## src/rtl/boc_sig_pkg.sv

```systemverilog
// rtl/boc_sig_pkg.sv - shared constants for the B1 BOC(1,1) signal generator
// Purpose: amplitude, carrier cos/sin table, Gold-code LFSR seed and feedback
//          masks, NH secondary code.
// Ports:   none (package).
package boc_sig_pkg;

   localparam logic signed [15:0] AMP = 16'sd8192;

   // Eight carrier phases, 45 degrees apart, scaled by AMP.
   localparam logic signed [15:0] COS_TAB [8] = '{
      16'sd8192, 16'sd5793, 16'sd0, -16'sd5793,
      -16'sd8192, -16'sd5793, 16'sd0, 16'sd5793
   };
   localparam logic signed [15:0] SIN_TAB [8] = '{
      16'sd0, 16'sd5793, 16'sd8192, 16'sd5793,
      16'sd0, -16'sd5793, -16'sd8192, -16'sd5793
   };

   // Bit i holds LFSR stage i+1.
   localparam logic [10:0] LFSR_INIT = 11'b01010101010;
   // G1 = 1+x+x^7+x^8+x^9+x^10+x^11 -> stages 1,7,8,9,10,11
   localparam logic [10:0] G1_MASK = 11'b111_1100_0001;
   // G2 = 1+x+x^2+x^3+x^4+x^5+x^8+x^9+x^11 -> stages 1,2,3,4,5,8,9,11
   localparam logic [10:0] G2_MASK = 11'b101_1001_1111;

   // NH secondary code, MSB first.
   localparam int          NH_LEN  = 20;
   localparam logic [19:0] NH_CODE = 20'b00000100110101001110;

endpackage

```

## src/rtl/boc_sig_gen_if.sv

```systemverilog
// rtl/boc_sig_gen_if.sv - nav handshake and sample stream bundle
// Purpose: groups the nav-bit valid/ready input and the complex sample output.
// Ports:   master = generator side (takes nav bits, drives samples),
//          slave  = consumer/feeder side.
interface boc_sig_gen_if;
   logic        rx_nav_bit;
   logic        rx_nav_vld;
   logic        tx_nav_rdy;
   logic [15:0] tx_sig_real;
   logic [15:0] tx_sig_imag;
   logic        tx_sig_vld;
   logic        tx_prn_sop;

   modport master (
      input  rx_nav_bit, rx_nav_vld,
      output tx_nav_rdy, tx_sig_real, tx_sig_imag, tx_sig_vld, tx_prn_sop
   );
   modport slave (
      output rx_nav_bit, rx_nav_vld,
      input  tx_nav_rdy, tx_sig_real, tx_sig_imag, tx_sig_vld, tx_prn_sop
   );
endinterface

```

## src/rtl/b1_prn_lfsr.sv

```systemverilog
// rtl/b1_prn_lfsr.sv - B1 Gold-code G1/G2 LFSR pair
// Purpose: two 11-bit LFSRs with selectable G2 phase taps.
// Ports:   clk, rst (sync, active-high); adv shifts both registers one chip;
//          reload returns both to the seed (wins over adv); chip is the
//          current code chip, combinational from the register state.
module b1_prn_lfsr
   import boc_sig_pkg::*;
#(
   parameter int TAP_A = 1,
   parameter int TAP_B = 3
)(
   input  logic clk,
   input  logic rst,
   input  logic adv,
   input  logic reload,
   output logic chip
);

   logic [10:0] g1;
   logic [10:0] g2;

   assign chip = g1[10] ^ g2[TAP_A-1] ^ g2[TAP_B-1];

   always_ff @(posedge clk) begin
      if (rst || reload) begin
         g1 <= LFSR_INIT;
         g2 <= LFSR_INIT;
      end else if (adv) begin
         g1 <= {g1[9:0], ^(g1 & G1_MASK)};
         g2 <= {g2[9:0], ^(g2 & G2_MASK)};
      end
   end

endmodule

```

## src/rtl/boc_sig_gen.sv

```systemverilog
// rtl/boc_sig_gen.sv - B1 BOC(1,1) baseband sample generator
// Purpose: carrier NCO, code NCO with BOC subcarrier, Gold-code PRN and
//          nav-bit modulation into registered complex 16-bit samples.
//          Define BOC_SIG_GEN_NH_EN to add the 20-bit NH secondary code.
// Ports:   rx_clk, rx_rst (sync, active-high); rx_en advances/freezes;
//          rx_car_fcw / rx_prn_fcw are the NCO words; sig (master) carries
//          the nav handshake and the sample stream; tx_nav_unf is the sticky
//          nav underflow flag.
module boc_sig_gen
   import boc_sig_pkg::*;
#(
   parameter int PRN_G2_TAP_A       = 1,
   parameter int PRN_G2_TAP_B       = 3,
   parameter int PRN_LEN            = 2046,
   parameter int SUBC_HALF_PER_CHIP = 2,
   parameter int CODES_PER_BIT      = 20
)(
   input  logic          rx_clk,
   input  logic          rx_rst,
   input  logic          rx_en,
   input  logic [31:0]   rx_car_fcw,
   input  logic [31:0]   rx_prn_fcw,
   output logic          tx_nav_unf,
   boc_sig_gen_if.master sig
);

   localparam int HC_W   = (SUBC_HALF_PER_CHIP > 1) ? $clog2(SUBC_HALF_PER_CHIP) : 1;
   localparam int CHIP_W = (PRN_LEN > 1) ? $clog2(PRN_LEN) : 1;
   localparam int CP_W   = (CODES_PER_BIT > 1) ? $clog2(CODES_PER_BIT) : 1;
   localparam logic [HC_W-1:0]   HC_LAST   = HC_W'(SUBC_HALF_PER_CHIP - 1);
   localparam logic [CHIP_W-1:0] CHIP_LAST = CHIP_W'(PRN_LEN - 1);
   localparam logic [CP_W-1:0]   CP_LAST   = CP_W'(CODES_PER_BIT - 1);

   logic [31:0]        code_acc;
   logic [31:0]        car_acc;
   logic               subc;
   logic [HC_W-1:0]    hc_cnt;
   logic [CHIP_W-1:0]  chip_cnt;
   logic [CP_W-1:0]    cp_cnt;
   logic               nav_cur;
   logic               nav_buf;
   logic               sop_pend;   // next emitted sample opens a code period

   logic [32:0]        code_sum;
   logic               tick;
   logic               chip_adv;
   logic               chip_wrap;
   logic               cp_wrap;
   logic               nav_xfer;
   logic               chip;
   logic               nh;
   logic               neg;
   logic signed [15:0] cos_v;
   logic signed [15:0] sin_v;

   assign code_sum  = {1'b0, code_acc} + {1'b0, rx_prn_fcw};
   assign tick      = rx_en & code_sum[32];
   assign chip_adv  = tick & (hc_cnt == HC_LAST);
   assign chip_wrap = chip_adv & (chip_cnt == CHIP_LAST);
   assign cp_wrap   = chip_wrap & (cp_cnt == CP_LAST);
   // tx_nav_rdy is the registered "buffer empty" state.
   assign nav_xfer  = sig.rx_nav_vld & sig.tx_nav_rdy;

`ifdef BOC_SIG_GEN_NH_EN
   logic [4:0] nh_idx;
   assign nh_idx = 5'(NH_LEN - 1) - 5'(cp_cnt);
   assign nh     = NH_CODE[nh_idx];
`else
   assign nh = 1'b0;
`endif

   b1_prn_lfsr #(
      .TAP_A (PRN_G2_TAP_A),
      .TAP_B (PRN_G2_TAP_B)
   ) u_prn (
      .clk    (rx_clk),
      .rst    (rx_rst),
      .adv    (chip_adv),
      .reload (chip_wrap),
      .chip   (chip)
   );

   assign neg   = chip ^ subc ^ nav_cur ^ nh;
   assign cos_v = COS_TAB[car_acc[31:29]];
   assign sin_v = SIN_TAB[car_acc[31:29]];

   always_ff @(posedge rx_clk) begin
      if (rx_rst) begin
         code_acc        <= '0;
         car_acc         <= '0;
         subc            <= 1'b0;
         hc_cnt          <= '0;
         chip_cnt        <= '0;
         cp_cnt          <= '0;
         nav_cur         <= 1'b0;
         nav_buf         <= 1'b0;
         sop_pend        <= 1'b1;
         tx_nav_unf      <= 1'b0;
         sig.tx_nav_rdy  <= 1'b1;
         sig.tx_sig_real <= '0;
         sig.tx_sig_imag <= '0;
         sig.tx_sig_vld  <= 1'b0;
         sig.tx_prn_sop  <= 1'b0;
      end else begin
         sig.tx_sig_vld <= rx_en;
         sig.tx_prn_sop <= rx_en & sop_pend;

         // Sample uses the state before this cycle's update.
         if (rx_en) begin
            sig.tx_sig_real <= neg ? (~cos_v + 16'sd1) : cos_v;
            sig.tx_sig_imag <= neg ? (~sin_v + 16'sd1) : sin_v;
            code_acc        <= code_sum[31:0];
            car_acc         <= car_acc + rx_car_fcw;
            sop_pend        <= chip_wrap;
         end

         if (tick) begin
            subc   <= ~subc;
            hc_cnt <= (hc_cnt == HC_LAST) ? '0 : hc_cnt + 1'b1;
         end
         if (chip_adv)
            chip_cnt <= chip_wrap ? '0 : chip_cnt + 1'b1;
         if (chip_wrap)
            cp_cnt <= cp_wrap ? '0 : cp_cnt + 1'b1;

         // Boundary consumes the buffer first; a same-cycle transfer then
         // refills it for the following bit period.
         if (cp_wrap) begin
            nav_cur        <= ~sig.tx_nav_rdy & nav_buf;
            sig.tx_nav_rdy <= 1'b1;
            if (sig.tx_nav_rdy)
               tx_nav_unf <= 1'b1;
         end
         if (nav_xfer) begin
            nav_buf        <= sig.rx_nav_bit;
            sig.tx_nav_rdy <= 1'b0;
         end
      end
   end

endmodule

```

## src/flat_wrapper.sv

```systemverilog
// flat-port wrapper written by rule: the top's interface ports become plain ports
module boc_sig_gen_flat import boc_sig_pkg::*;
#(
   parameter int PRN_G2_TAP_A       = 1,
   parameter int PRN_G2_TAP_B       = 3,
   parameter int PRN_LEN            = 2046,
   parameter int SUBC_HALF_PER_CHIP = 2,
   parameter int CODES_PER_BIT      = 20
)
  (rx_clk, rx_rst, rx_en, rx_car_fcw, rx_prn_fcw, tx_nav_unf, sig_rx_nav_bit, sig_rx_nav_vld, sig_tx_nav_rdy, sig_tx_sig_real, sig_tx_sig_imag, sig_tx_sig_vld, sig_tx_prn_sop);
  boc_sig_gen_if sig_i ();
  input  logic rx_clk;
  input  logic rx_rst;
  input  logic rx_en;
  input  logic [31:0] rx_car_fcw;
  input  logic [31:0] rx_prn_fcw;
  output logic tx_nav_unf;
  input wire logic [$bits(sig_i.rx_nav_bit)-1:0] sig_rx_nav_bit;
  input wire logic [$bits(sig_i.rx_nav_vld)-1:0] sig_rx_nav_vld;
  output wire logic [$bits(sig_i.tx_nav_rdy)-1:0] sig_tx_nav_rdy;
  output wire logic [$bits(sig_i.tx_sig_real)-1:0] sig_tx_sig_real;
  output wire logic [$bits(sig_i.tx_sig_imag)-1:0] sig_tx_sig_imag;
  output wire logic [$bits(sig_i.tx_sig_vld)-1:0] sig_tx_sig_vld;
  output wire logic [$bits(sig_i.tx_prn_sop)-1:0] sig_tx_prn_sop;
  assign sig_i.rx_nav_bit = sig_rx_nav_bit;
  assign sig_i.rx_nav_vld = sig_rx_nav_vld;
  assign sig_tx_nav_rdy = sig_i.tx_nav_rdy;
  assign sig_tx_sig_real = sig_i.tx_sig_real;
  assign sig_tx_sig_imag = sig_i.tx_sig_imag;
  assign sig_tx_sig_vld = sig_i.tx_sig_vld;
  assign sig_tx_prn_sop = sig_i.tx_prn_sop;
  boc_sig_gen #(.PRN_G2_TAP_A(PRN_G2_TAP_A), .PRN_G2_TAP_B(PRN_G2_TAP_B), .PRN_LEN(PRN_LEN), .SUBC_HALF_PER_CHIP(SUBC_HALF_PER_CHIP), .CODES_PER_BIT(CODES_PER_BIT)) u_core (.rx_clk(rx_clk), .rx_rst(rx_rst), .rx_en(rx_en), .rx_car_fcw(rx_car_fcw), .rx_prn_fcw(rx_prn_fcw), .tx_nav_unf(tx_nav_unf), .sig(sig_i));
endmodule
```

## config.mk

```make
export PLATFORM = sky130hd
export DESIGN_NAME = boc_sig_gen_flat
export DESIGN_NICKNAME = d
export VERILOG_FILES = /design/src/rtl/boc_sig_pkg.sv /design/src/rtl/boc_sig_gen_if.sv /design/src/rtl/b1_prn_lfsr.sv /design/src/rtl/boc_sig_gen.sv /design/src/flat_wrapper.sv
export SDC_FILE = /design/constraint.sdc
export NUM_CORES = 1
export LEC_CHECK = 0
export CAP_MARGIN = 15
export CORE_MARGIN = 2
export CORE_UTILIZATION = 52
export CTS_BUF_LIST = sky130_fd_sc_hd__clkbuf_4
export CTS_CLUSTER_SIZE = 12
export DETAILED_ROUTE_END_ITERATION = 10
export GPL_TIMING_DRIVEN = 0
export PLACE_DENSITY = 0.79
export SYNTH_ARGS = -nofsm -noshare
export SYNTH_HDL_FRONTEND = slang
export SYNTH_SLANG_ARGS = --single-unit
```

## constraint.sdc

```tcl
create_clock -name rx_clk -period 3.8 [get_ports rx_clk]
set_clock_uncertainty 0.2 [all_clocks]
set_input_delay 0.76 -clock rx_clk [delete_from_list [all_inputs] [get_ports rx_clk]]
set_output_delay 0.76 -clock rx_clk [all_outputs]
set_load 0.005 [all_outputs]
```

==> results.yml, run 1 <==
run_status:
  status: "complete, no violations"
floorplanning:
  initial_utilization: 0.5282
  fp.dieW_um: 130.3
  die_h_um: 130.3
  io_pins: 105
  dieArea_sq_um: 16990
  rows: 46
  core_sq_um: 15710
logic_synthesis:
  synth.ff_latch_count: 128
  syn_nets: 1127
  yosysWarnings: 0
  async_flop_share: 0
  yosysSeqAreaShare: 0.3088
  syn_inst: 982
  synth_area_sq_um: 8299
  avgSynthCellArea_sq_um: 8.451
  ys_types: 70
  yosys.area.top_type: "dfxtp_1"
  synth_flop_cell: "dfxtp_1"
  synth_edf_count: 0
  synthDominantCellAreaShare: 0.3088
  synth_area_leaders: "dfxtp_1 31%, ha_1 11%, mux2i_1 7.2%"
power:
  power_leakage_uw: 0.004397
  p_per_area_nw_per_um2: 428.0
  power_uw: 4320
  peakVddDrop_mv: 0.2083
clocking:
  clock_latency_ns: 0.57
  cts_root_buffer: "clkbuf_4"
  clk_pin_slew_ns: 0.12
  cts_tree: "done"
  holdBufCountCts: 0
  cts.htree.levels: 4
  cts.sinks: 128
  cts_buffer_depth: 2
  cts_buffers: 17
place:
  post-dp-hpwl_um: 15000
  dp_slack_ns: -0.8442
  gp_routability_congestion: 0.8966
  io_buffers: 103
detailed_routing:
  avgViaCountPerCell: 5.604
  drt_pass1_iterations: 7
  drc: 0
  num_vias: 7498
  antenna_left: 0
  drtIter0Drc: 456
  wire_per_inst_um: 15.54
  wl_um: 20800
grt:
  track_usage: 0.2495
  antenna_found_initial: 1
  grt_first_pass_wirelength_um: 33450
  grt_pass1_vias: 7087
  grt_max_degree: 17
  grt-ovfl-total: 0
setup_path:
  crit_family: "compound AO/OA/AOI/OAI gates"
  start_kind: "input port"
  crit_buf_inv: 2
  cp_max_fo: 6
  crit_type: "in -> reg"
  end_kind: "flip-flop"
  worst_ep_arrival_time_ns: 4.02
  worstPathRequired_ns: 4.07
  regToRegSetupSlack_ns: 0.38
  crit_slowest_cell: "a2111oi_4"
  critPathMaxStageDelay_ns: 0.48
  crit_chain: "clkdlybuf4s50_1 > ha_2 > fa_2 > a211oi_2 > o211ai_1 > a31o_2 > a2111oi_4 > nor3_4 > o2111ai_4 > buf_4 > nor3_2 > and4b_1 > o21a_1"
sta:
  worst_pin_slew_ns: 1.099
  finalSetupViolations: 0
  post-route-min-period_ns: 3.753
  slew_headroom: 0.2572
  setup_tns_ns: 0
  fin_crit_sh: 0.9877
  fin_worst_hold_slack_ns: 0.2648
  fin_ws_ns: 0.04660
  fmax_mhz: 266.4
  finalHoldViolCount: 0
  maxSlewViolCount: 0
  rsz0062_at_grt: "true"
layout:
  fillerInstances: 1360
  drive_above_1_share: 0.07583
  fin_nets: 1253
  syn_to_final_growth_pct: 21.60
  seqCellArea_sq_um: 2562
  multi_input_comb_area_sq_um: 5439
worst_hold_path:
  hold_class: "reg -> reg"
job:
  drv_cap: 0
==> cell usage after synthesis (5+ instances only) <==
master / count
xnor2_1: 55
nor2b_1: 11
o211ai_1: 6
clkbuf_1: 20
nand2_1: 75
o21a_1: 11
buf_4: 15
buf_2: 5
o22ai_1: 6
inv_1: 23
mux2i_1: 60
xor2_1: 24
ha_1: 74
o21ai_0: 40
and3_1: 8
a21oi_1: 78
nand2b_1: 9
a21o_1: 27
nor3_1: 20
a211o_1: 5
nand4_1: 12
a211oi_1: 14
dfxtp_1: 128
nor2_1: 135
buf_1: 10
a31oi_1: 10
and2_1: 5
o311ai_0: 5
nand3_1: 15
==> sequential cells by signal, indices dropped and copies added, names as in the netlist, 5 cells and up <==
| signal | count |
|---|---|
| u_core.sig.tx_sig_imag | 5 |
| u_core.car_acc | 32 |
| u_core.cp_cnt | 5 |
| u_core.u_prn.g2 | 11 |
| u_core.u_prn.g1 | 11 |
| u_core.sig.tx_sig_real | 12 |
| u_core.chip_cnt | 11 |
| u_core.code_acc | 32 |
==> area by class of cell <==
type                    instances  area share
multi-input cells             778      0.5389
flip-flops and latches        128      0.2539
repair buffers                108      0.1059
plain buffers                  51     0.02715
well taps                     216     0.02678
clock inverters                14     0.02480
clock buffers                  18     0.01339
inverters                      24    0.008926
diodes                          1   0.0002480
==> repair_timing <==
item / 4_1_cts / 5_1_grt
cloned: 0 / 0
setup buffers: 2 / 3
setup endpoints to repair: 34 / 39
resized for setup: 8 / 11
pin swaps: 2 / 9
==> routing by layer <==
layer / up-vias / GRT usage / part of all wire
met1: 3467 / 0.3239 / 0.46
li1: 3771 / - / -
met3: 38 / 0.05617 / 0.060
met5: - / 0 / 0
met4: 0 / 0.08073 / 0.020
met2: 222 / 0.4136 / 0.46
==> where the power goes <==
group / internal [uW] / switching [uW] / leakage (uW) / total (uW)
registers: 1470 / 87.7 / 0.00105 / 1560
clock network: 675 / 572 / 0.000203 / 1250
logic: 703 / 807 / 0.00315 / 1510
total: 2850 / 1470 / 0.00440 / 4320
==> path summary, 6_finish.rpt <==
path                                          from        endpoint  depth (start not counted)
worst max-delay path                 rx_prn_fcw[0]  u_core.nav_cur                         13
worst min-delay path                u_core.nav_buf  u_core.nav_buf                          2
worst max register to register  u_core.code_acc[0]  u_core.nav_cur                         12
worst min register to register      u_core.nav_buf  u_core.nav_buf                          2
==> worst reg2reg max path: stages (launching register included) <==
cell and delay [ns]:
dfxtp_1 0.34, ha_2 0.19, fa_2 0.39, a211oi_2 0.27, o211ai_1 0.14, a31o_2 0.28
a2111oi_4 0.48, nor3_4 0.12, o2111ai_4 0.26, buf_4 0.20, nor3_2 0.09, and4b_1 0.21
o21a_1 0.16
==> kinds of logic after synthesis <==
logic type                 Yosys count  synth area share
muxes                               63           0.07644
adders and majority gates           76            0.1164
AOI/OAI and AO/OA                  241            0.1943
and+or+nand+nor                    319            0.1770
DFF                                128            0.3088
buffers and inverters               76           0.04372
xor gates and xnor gates            79           0.08337
==> stage by stage <==
step	area, sq um	util	cells
after floorplan	8299	-	982
after global placement	9600	0.6110	1301
after detailed placement	9600	0.6110	1301
after CTS	10040	0.6389	1335
after global routing	10090	0.6423	1338
final	10090	0.6423	1338
==> cell usage in the layout (no fill, tap or decap), types with 20 or more instances in the layout <==
cell               n
a21o_1            27
a21oi_1           78
buf_4             22
clkdlybuf4s50_1  103
dfxtp_1          128
ha_1              73
inv_1             23
mux2i_1           60
nand2_1           75
nor2_1           134
nor3_1            20
o21ai_0           37
xnor2_1           55
xor2_1            24
(Power assumes the default switching activity.)
==> run 2: changes to the inputs <==
Settings changed: SLEW_MARGIN set to 30, TNS_END_PERCENT set to 30.
==> run 2 against run 1 <==
Net effect: worst setup slack gained 0.012 ns; power is essentially flat; largest power group unchanged; non-clock buffer count is the same; critical path type unchanged; routed wire length grew 0.18%; clock-buffer cell count is the same; sequential power is essentially flat; final cell count is the same; clock power is essentially flat; final area is essentially flat; worst hold slack is essentially flat; largest cell class unchanged.
==> results.yml, run 2 (synthesis gave the netlist of run 1 again) <==
floorplanning:
  fp.dieW_um: 130.3
  die_h_um: 130.3
  initial_utilization: 0.5282
  core_sq_um: 15710
  rows: 46
  io_pins: 105
  dieArea_sq_um: 16990
layout:
  syn_to_final_growth_pct: 21.68
  layout_common_cells: "134 x nor2_1, 128 x dfxtp_1, 103 x clkdlybuf4s50_1, 78 x a21oi_1, 75 x nand2_1"
  largestRegisters: "u_core.car_acc (32), u_core.code_acc (32), u_core.sig.tx_sig_real (12)"
  mostFrequentLayoutCell: "nor2_1"
  fin_nets: 1253
  fillerInstances: 1358
  drive_above_1_share: 0.07672
setup_path:
  worst_ep_arrival_time_ns: 4.01
  critPathMaxStageDelay_ns: 0.48
  crit_start: "rx_prn_fcw[0]"
  crit_slowest_cell: "a2111oi_4"
  cp_max_fo: 6
  r2r_cells: 12
  cp.depth: 13
  end_kind: "flip-flop"
  reg2reg_to: "u_core.nav_cur"
  crit_chain: "clkdlybuf4s50_1 > ha_2 > fa_2 > a211oi_2 > o211ai_1 > a31o_2 > a2111oi_4 > nor3_4 > o2111ai_4 > buf_4 > nor3_2 > and4b_1 > o21a_1"
  crit_type: "in -> reg"
  worstPathRequired_ns: 4.07
  rr_startpoint: "u_core.code_acc[0]"
  start_kind: "input port"
  crit_buf_inv: 2
  regToRegSetupSlack_ns: 0.38
  crit_family: "compound AO/OA/AOI/OAI gates"
sta:
  fmax_mhz: 267.3
  maxSlewViolCount: 0
  setup_tns_ns: 0
  post-route-min-period_ns: 3.741
  finalHoldViolCount: 0
  fin_worst_hold_slack_ns: 0.2643
  rsz0062_at_grt: "true"
  worst_pin_slew_ns: 0.9330
  finalSetupViolations: 0
  fin_crit_sh: 0.9845
  slew_headroom: 0.3780
detailed_routing:
  wire_per_inst_um: 15.57
  drt_pass1_iterations: 7
  num_vias: 7489
  avgViaCountPerCell: 5.597
  antenna_left: 0
  drc: 0
  wl_um: 20830
  drtIter0Drc: 441
place:
  post-dp-hpwl_um: 15000
  gp_routability_congestion: 0.8966
  io_buffers: 103
power:
  power_uw: 4322
  p_per_area_nw_per_um2: 428.0
  peakVddDrop_mv: 0.2108
  power_leakage_uw: 0.004397
grt:
  track_usage: 0.2495
  grt_first_pass_wirelength_um: 33450
  antenna_found_initial: 1
  grt_pass1_vias: 7087
  grt_max_degree: 17
  grt-ovfl-total: 0
clocking:
  cts.sinks: 128
  cts_buffer_depth: 2
  holdBufCountCts: 0
  clk_pin_slew_ns: 0.12
  clock_latency_ns: 0.57
  cts_buffers: 17
  cts_tree: "done"
  cts_root_buffer: "clkbuf_4"
  cts.htree.levels: 4
worst_hold_path:
  min_to: "u_core.nav_buf"
  hold_path_depth: 2
  hold_class: "reg -> reg"
  hp-start: "u_core.nav_buf"
job:
  drv_cap: 0
run_status:
  status: "complete, no violations"
[run 2: worst max path at each step]
| stage | end | slack (ns) |
|---|---|---|
| 6_report | u_core.nav_cur | 0.06 |
| 5_1_grt | u_core.u_prn.g1[8] | -0.02 |
| 3_3_place_gp | u_core.u_prn.g1[5] | -0.78 |
| 4_1_cts | u_core.chip_cnt[1] | -0.0001 |
| 2_1_floorplan | u_core.u_prn.g1[1] | 0.11 |
| 3_5_place_dp | u_core.u_prn.g2[3] | -0.84 |
[run 2: area by class of cell]
type | instances | area, sq um | share of cell area
multi-input cells | 778 | 5445 | 0.5392
flip-flops and latches | 128 | 2562 | 0.2537
repair buffers | 108 | 1069 | 0.1058
plain buffers | 51 | 274.0 | 0.02713
well taps | 216 | 270.3 | 0.02676
clock inverters | 14 | 250.2 | 0.02478
clock buffers | 18 | 135.1 | 0.01338
inverters | 24 | 90.09 | 0.008921
diodes | 1 | 2.502 | 0.0002478
[run 2: timing repair]
action,in CTS,in global routing
endpoints found under the hold margin,0,0
pin swaps,2,9
endpoints found under the setup margin,34,39
buffers inserted,2,3
resized for setup,8,11
[run 2: report_power, final]
group	leakage [uW]	total (uW)	internal (uW)	switching, uW
clock	0.000203	1250	675	574
combinational	0.00315	1510	703	808
sequential	0.00105	1560	1470	87.8
total	0.00440	4320	2850	1470
[run 2: worst register-to-register path: cells and delay by family, from the launching register on]
family,cells,cell delay (ns)
compound gates,6,1.59
buf+inv,1,0.20
simple gates,3,0.42
flops,1,0.34
fa+ha+maj,2,0.58
[run 2: through the flow]
step	cells	utilization	area, sq um	setup WS (ns)
3_5_place_dp	1301	0.6110	9600	-0.8442
4_1_cts	1335	0.6389	10040	-0.0001426
5_1_grt	1338	0.6427	10100	-0.02440
3_3_place_gp	1301	0.6110	9600	-0.7770
6_report	1338	0.6427	10100	0.05876
2_1_floorplan	982	-	8299	0.1074
[run 2: per-layer routing]
| layer | part of all wire | GRT usage | vias up |
|---|---|---|---|
| met5 | 0 | 0 | - |
| met4 | 0.018 | 0.08073 | 0 |
| met3 | 0.059 | 0.05617 | 32 |
| met2 | 0.47 | 0.4136 | 225 |
| met1 | 0.46 | 0.3239 | 3454 |
| li1 | - | - | 3778 |
==> run 3: changes to the inputs <==
Settings changed: REMOVE_ABC_BUFFERS set to 1.
==> run 3 against run 2 <==
Net effect: sequential power about the same; clock power is 27% lower; largest power group unchanged; sequential share of layout area grew 0.80 points; flip-flop and latch count unchanged; critical path type unchanged; combinational power fell by 3%; critical path depth fell by 1; die area did not move; global-route usage fell by 2.5 points; worst hold slack worse by 0.0067 ns.
==> results.yml, run 3 (synthesis gave the netlist of run 1 again) <==
clocking:
  cts.htree.levels: 4
  clk_pin_slew_ns: 0.13
  cts.sinks: 128
  cts_root_buffer: "clkbuf_4"
  cts_buffers: 17
  cts_tree: "done"
  cts_buffer_depth: 2
  clock_latency_ns: 0.55
layout:
  largestRegisters: "u_core.car_acc (32), u_core.code_acc (32), u_core.sig.tx_sig_real (12)"
  fillerInstances: 1370
  mostFrequentLayoutCell: "nor2_1"
  layout_common_cells: "134 x nor2_1, 128 x dfxtp_1, 102 x clkdlybuf4s50_1, 78 x a21oi_1, 75 x nand2_1"
  final_area_sq_um: 9791
  multi_input_comb_area_sq_um: 5459
  seqCellArea_sq_um: 2562
  drive_above_1_share: 0.06425
  syn_to_final_growth_pct: 17.97
  fin_nets: 1206
place:
  gp_routability_congestion: 0.8801
  place_area_sq_um: 9402
  io_buffers: 104
  post-dp-hpwl_um: 13170
detailed_routing:
  drt_pass1_iterations: 5
  drc: 0
  antenna_left: 0
  drtIter0Drc: 322
  wl_um: 18670
  wire_per_inst_um: 14.46
  num_vias: 7179
  avgViaCountPerCell: 5.561
sta:
  fmax_mhz: 268.5
  fin_crit_sh: 0.9802
  slew_headroom: 0.5228
  setup_tns_ns: 0
  worst_pin_slew_ns: 0.7158
  finalSetupViolations: 0
  rsz0062_at_grt: "true"
  post-route-min-period_ns: 3.725
  finalHoldViolCount: 0
  maxSlewViolCount: 0
grt:
  antenna_found_initial: 1
  grt_first_pass_wirelength_um: 31070
  grt_pass1_vias: 6806
  grt-ovfl-total: 0
  track_usage: 0.2249
  grt_max_degree: 52
floorplanning:
  fp.dieW_um: 130.3
  dieArea_sq_um: 16990
  die_h_um: 130.3
  io_pins: 105
  core_sq_um: 15710
  rows: 46
  initial_utilization: 0.5282
power:
  switching_share: 0.3641
  clockPowerShare: 0.231
  peakVddDrop_mv: 0.2353
  switching_power_uw: 1435
  power_leakage_uw: 0.004217
  p_comb_frac: 0.372
  power_frac_seq: 0.397
  internal_power_uw: 2506
  p_per_area_nw_per_um2: 402.5
setup_path:
  crit_slowest_cell: "a2111oi_4"
  crit_buf_inv: 1
  worstPathRequired_ns: 4.08
  crit_type: "in -> reg"
  crit_start: "rx_prn_fcw[0]"
  crit_chain: "clkdlybuf4s50_1 > ha_1 > fa_2 > a211oi_2 > o211ai_1 > a31o_2 > a2111oi_4 > nor3_4 > o2111ai_4 > nor3_2 > or2_4 > nor2_1"
  regToRegSetupSlack_ns: 0.38
  end_kind: "flip-flop"
  crit_family: "compound AO/OA/AOI/OAI gates"
  critPathMaxStageDelay_ns: 0.41
  cp_max_fo: 12
  rr_startpoint: "u_core.code_acc[0]"
  start_kind: "input port"
  worst_ep_arrival_time_ns: 4.01
job:
  drv_cap: 0
worst_hold_path:
  hold_class: "reg -> reg"
  hp-start: "u_core.sop_pend"
run_status:
  status: "complete, no violations"
==> run 3: cell types whose count changed in the layout (fill, tap and decap cells not counted), sizes merged <==
cell / before / now
or2: 2 / 3
clkinv: 4 / 7
buf: 36 / 9
clkdlybuf4s50: 103 / 102
bufinv: 6 / 1
clkbuf: 38 / 18
clkinvlp: 0 / 2
==> run 3: final timing paths <==
path,depth (start not counted),endpoint
max,12,u_core.u_prn.g1[6]
max reg2reg,11,u_core.u_prn.g1[6]
min,2,u_core.sig.tx_prn_sop
min reg2reg,2,u_core.sig.tx_prn_sop
==> run 3: per-stage QoR <==
| stage | power (uW) | hold WS (ns) | util | cells | worst slack, ns |
|---|---|---|---|---|---|
| global placement | 2988 | 0.2366 | 0.5943 | 1250 | -4.019 |
| floorplan | 2629 | 0.2103 | - | 930 | -0.3565 |
| global route | 4224 | 0.2766 | 0.6231 | 1291 | -0.02361 |
| CTS | 3952 | 0.2548 | 0.6184 | 1287 | 0.01690 |
| detailed placement | 3018 | 0.2357 | 0.5983 | 1253 | -0.9287 |
| finish | 3941 | 0.2576 | 0.6231 | 1291 | 0.07522 |
==> run 3: metal layers <==
metal / track usage / share of wire / up-vias
li1: - / - / 3682
met1: 0.2886 / 0.48 / 3314
met2: 0.3853 / 0.47 / 166
met3: 0.04961 / 0.045 / 17
met4: 0.05695 / 0.0093 / 0
met5: 0 / 0 / -
==> run 3: tightest hold or removal path, cell delays in order (launching register included) <==
cell,delay (ns)
dfxtp_1,0.32
inv_1,0.06
nor2_1,0.05
==> run 3: power by group through the flow <==
stage,Clock (uW),Combinational (uW),Sequential (uW)
3_5_place_dp,0,1430,1590
5_1_grt,1000,1640,1580
4_1_cts,942,1450,1560
3_3_place_gp,0,1400,1590
6_report,911,1470,1560
2_1_floorplan,0,1060,1570
==> run 3: area by class of cell <==
type / count / share of cell area
Tap cell: 216 / 0.02760
Antenna cell: 1 / 0.0002556
Timing Repair Buffer: 111 / 0.1162
Clock inverter: 14 / 0.01355
Inverter: 24 / 0.009329
Clock buffer: 18 / 0.01380
Multi-Input combinational cell: 779 / 0.5576
Sequential cell: 128 / 0.2617
==> run 3: what timing repair did <==
action,CTS,global route
hold buffers,0,0
cloned,0,1
pin swaps,1,6
setup buffers,2,2
resized for setup,6,8
setup endpoints to repair,37,38
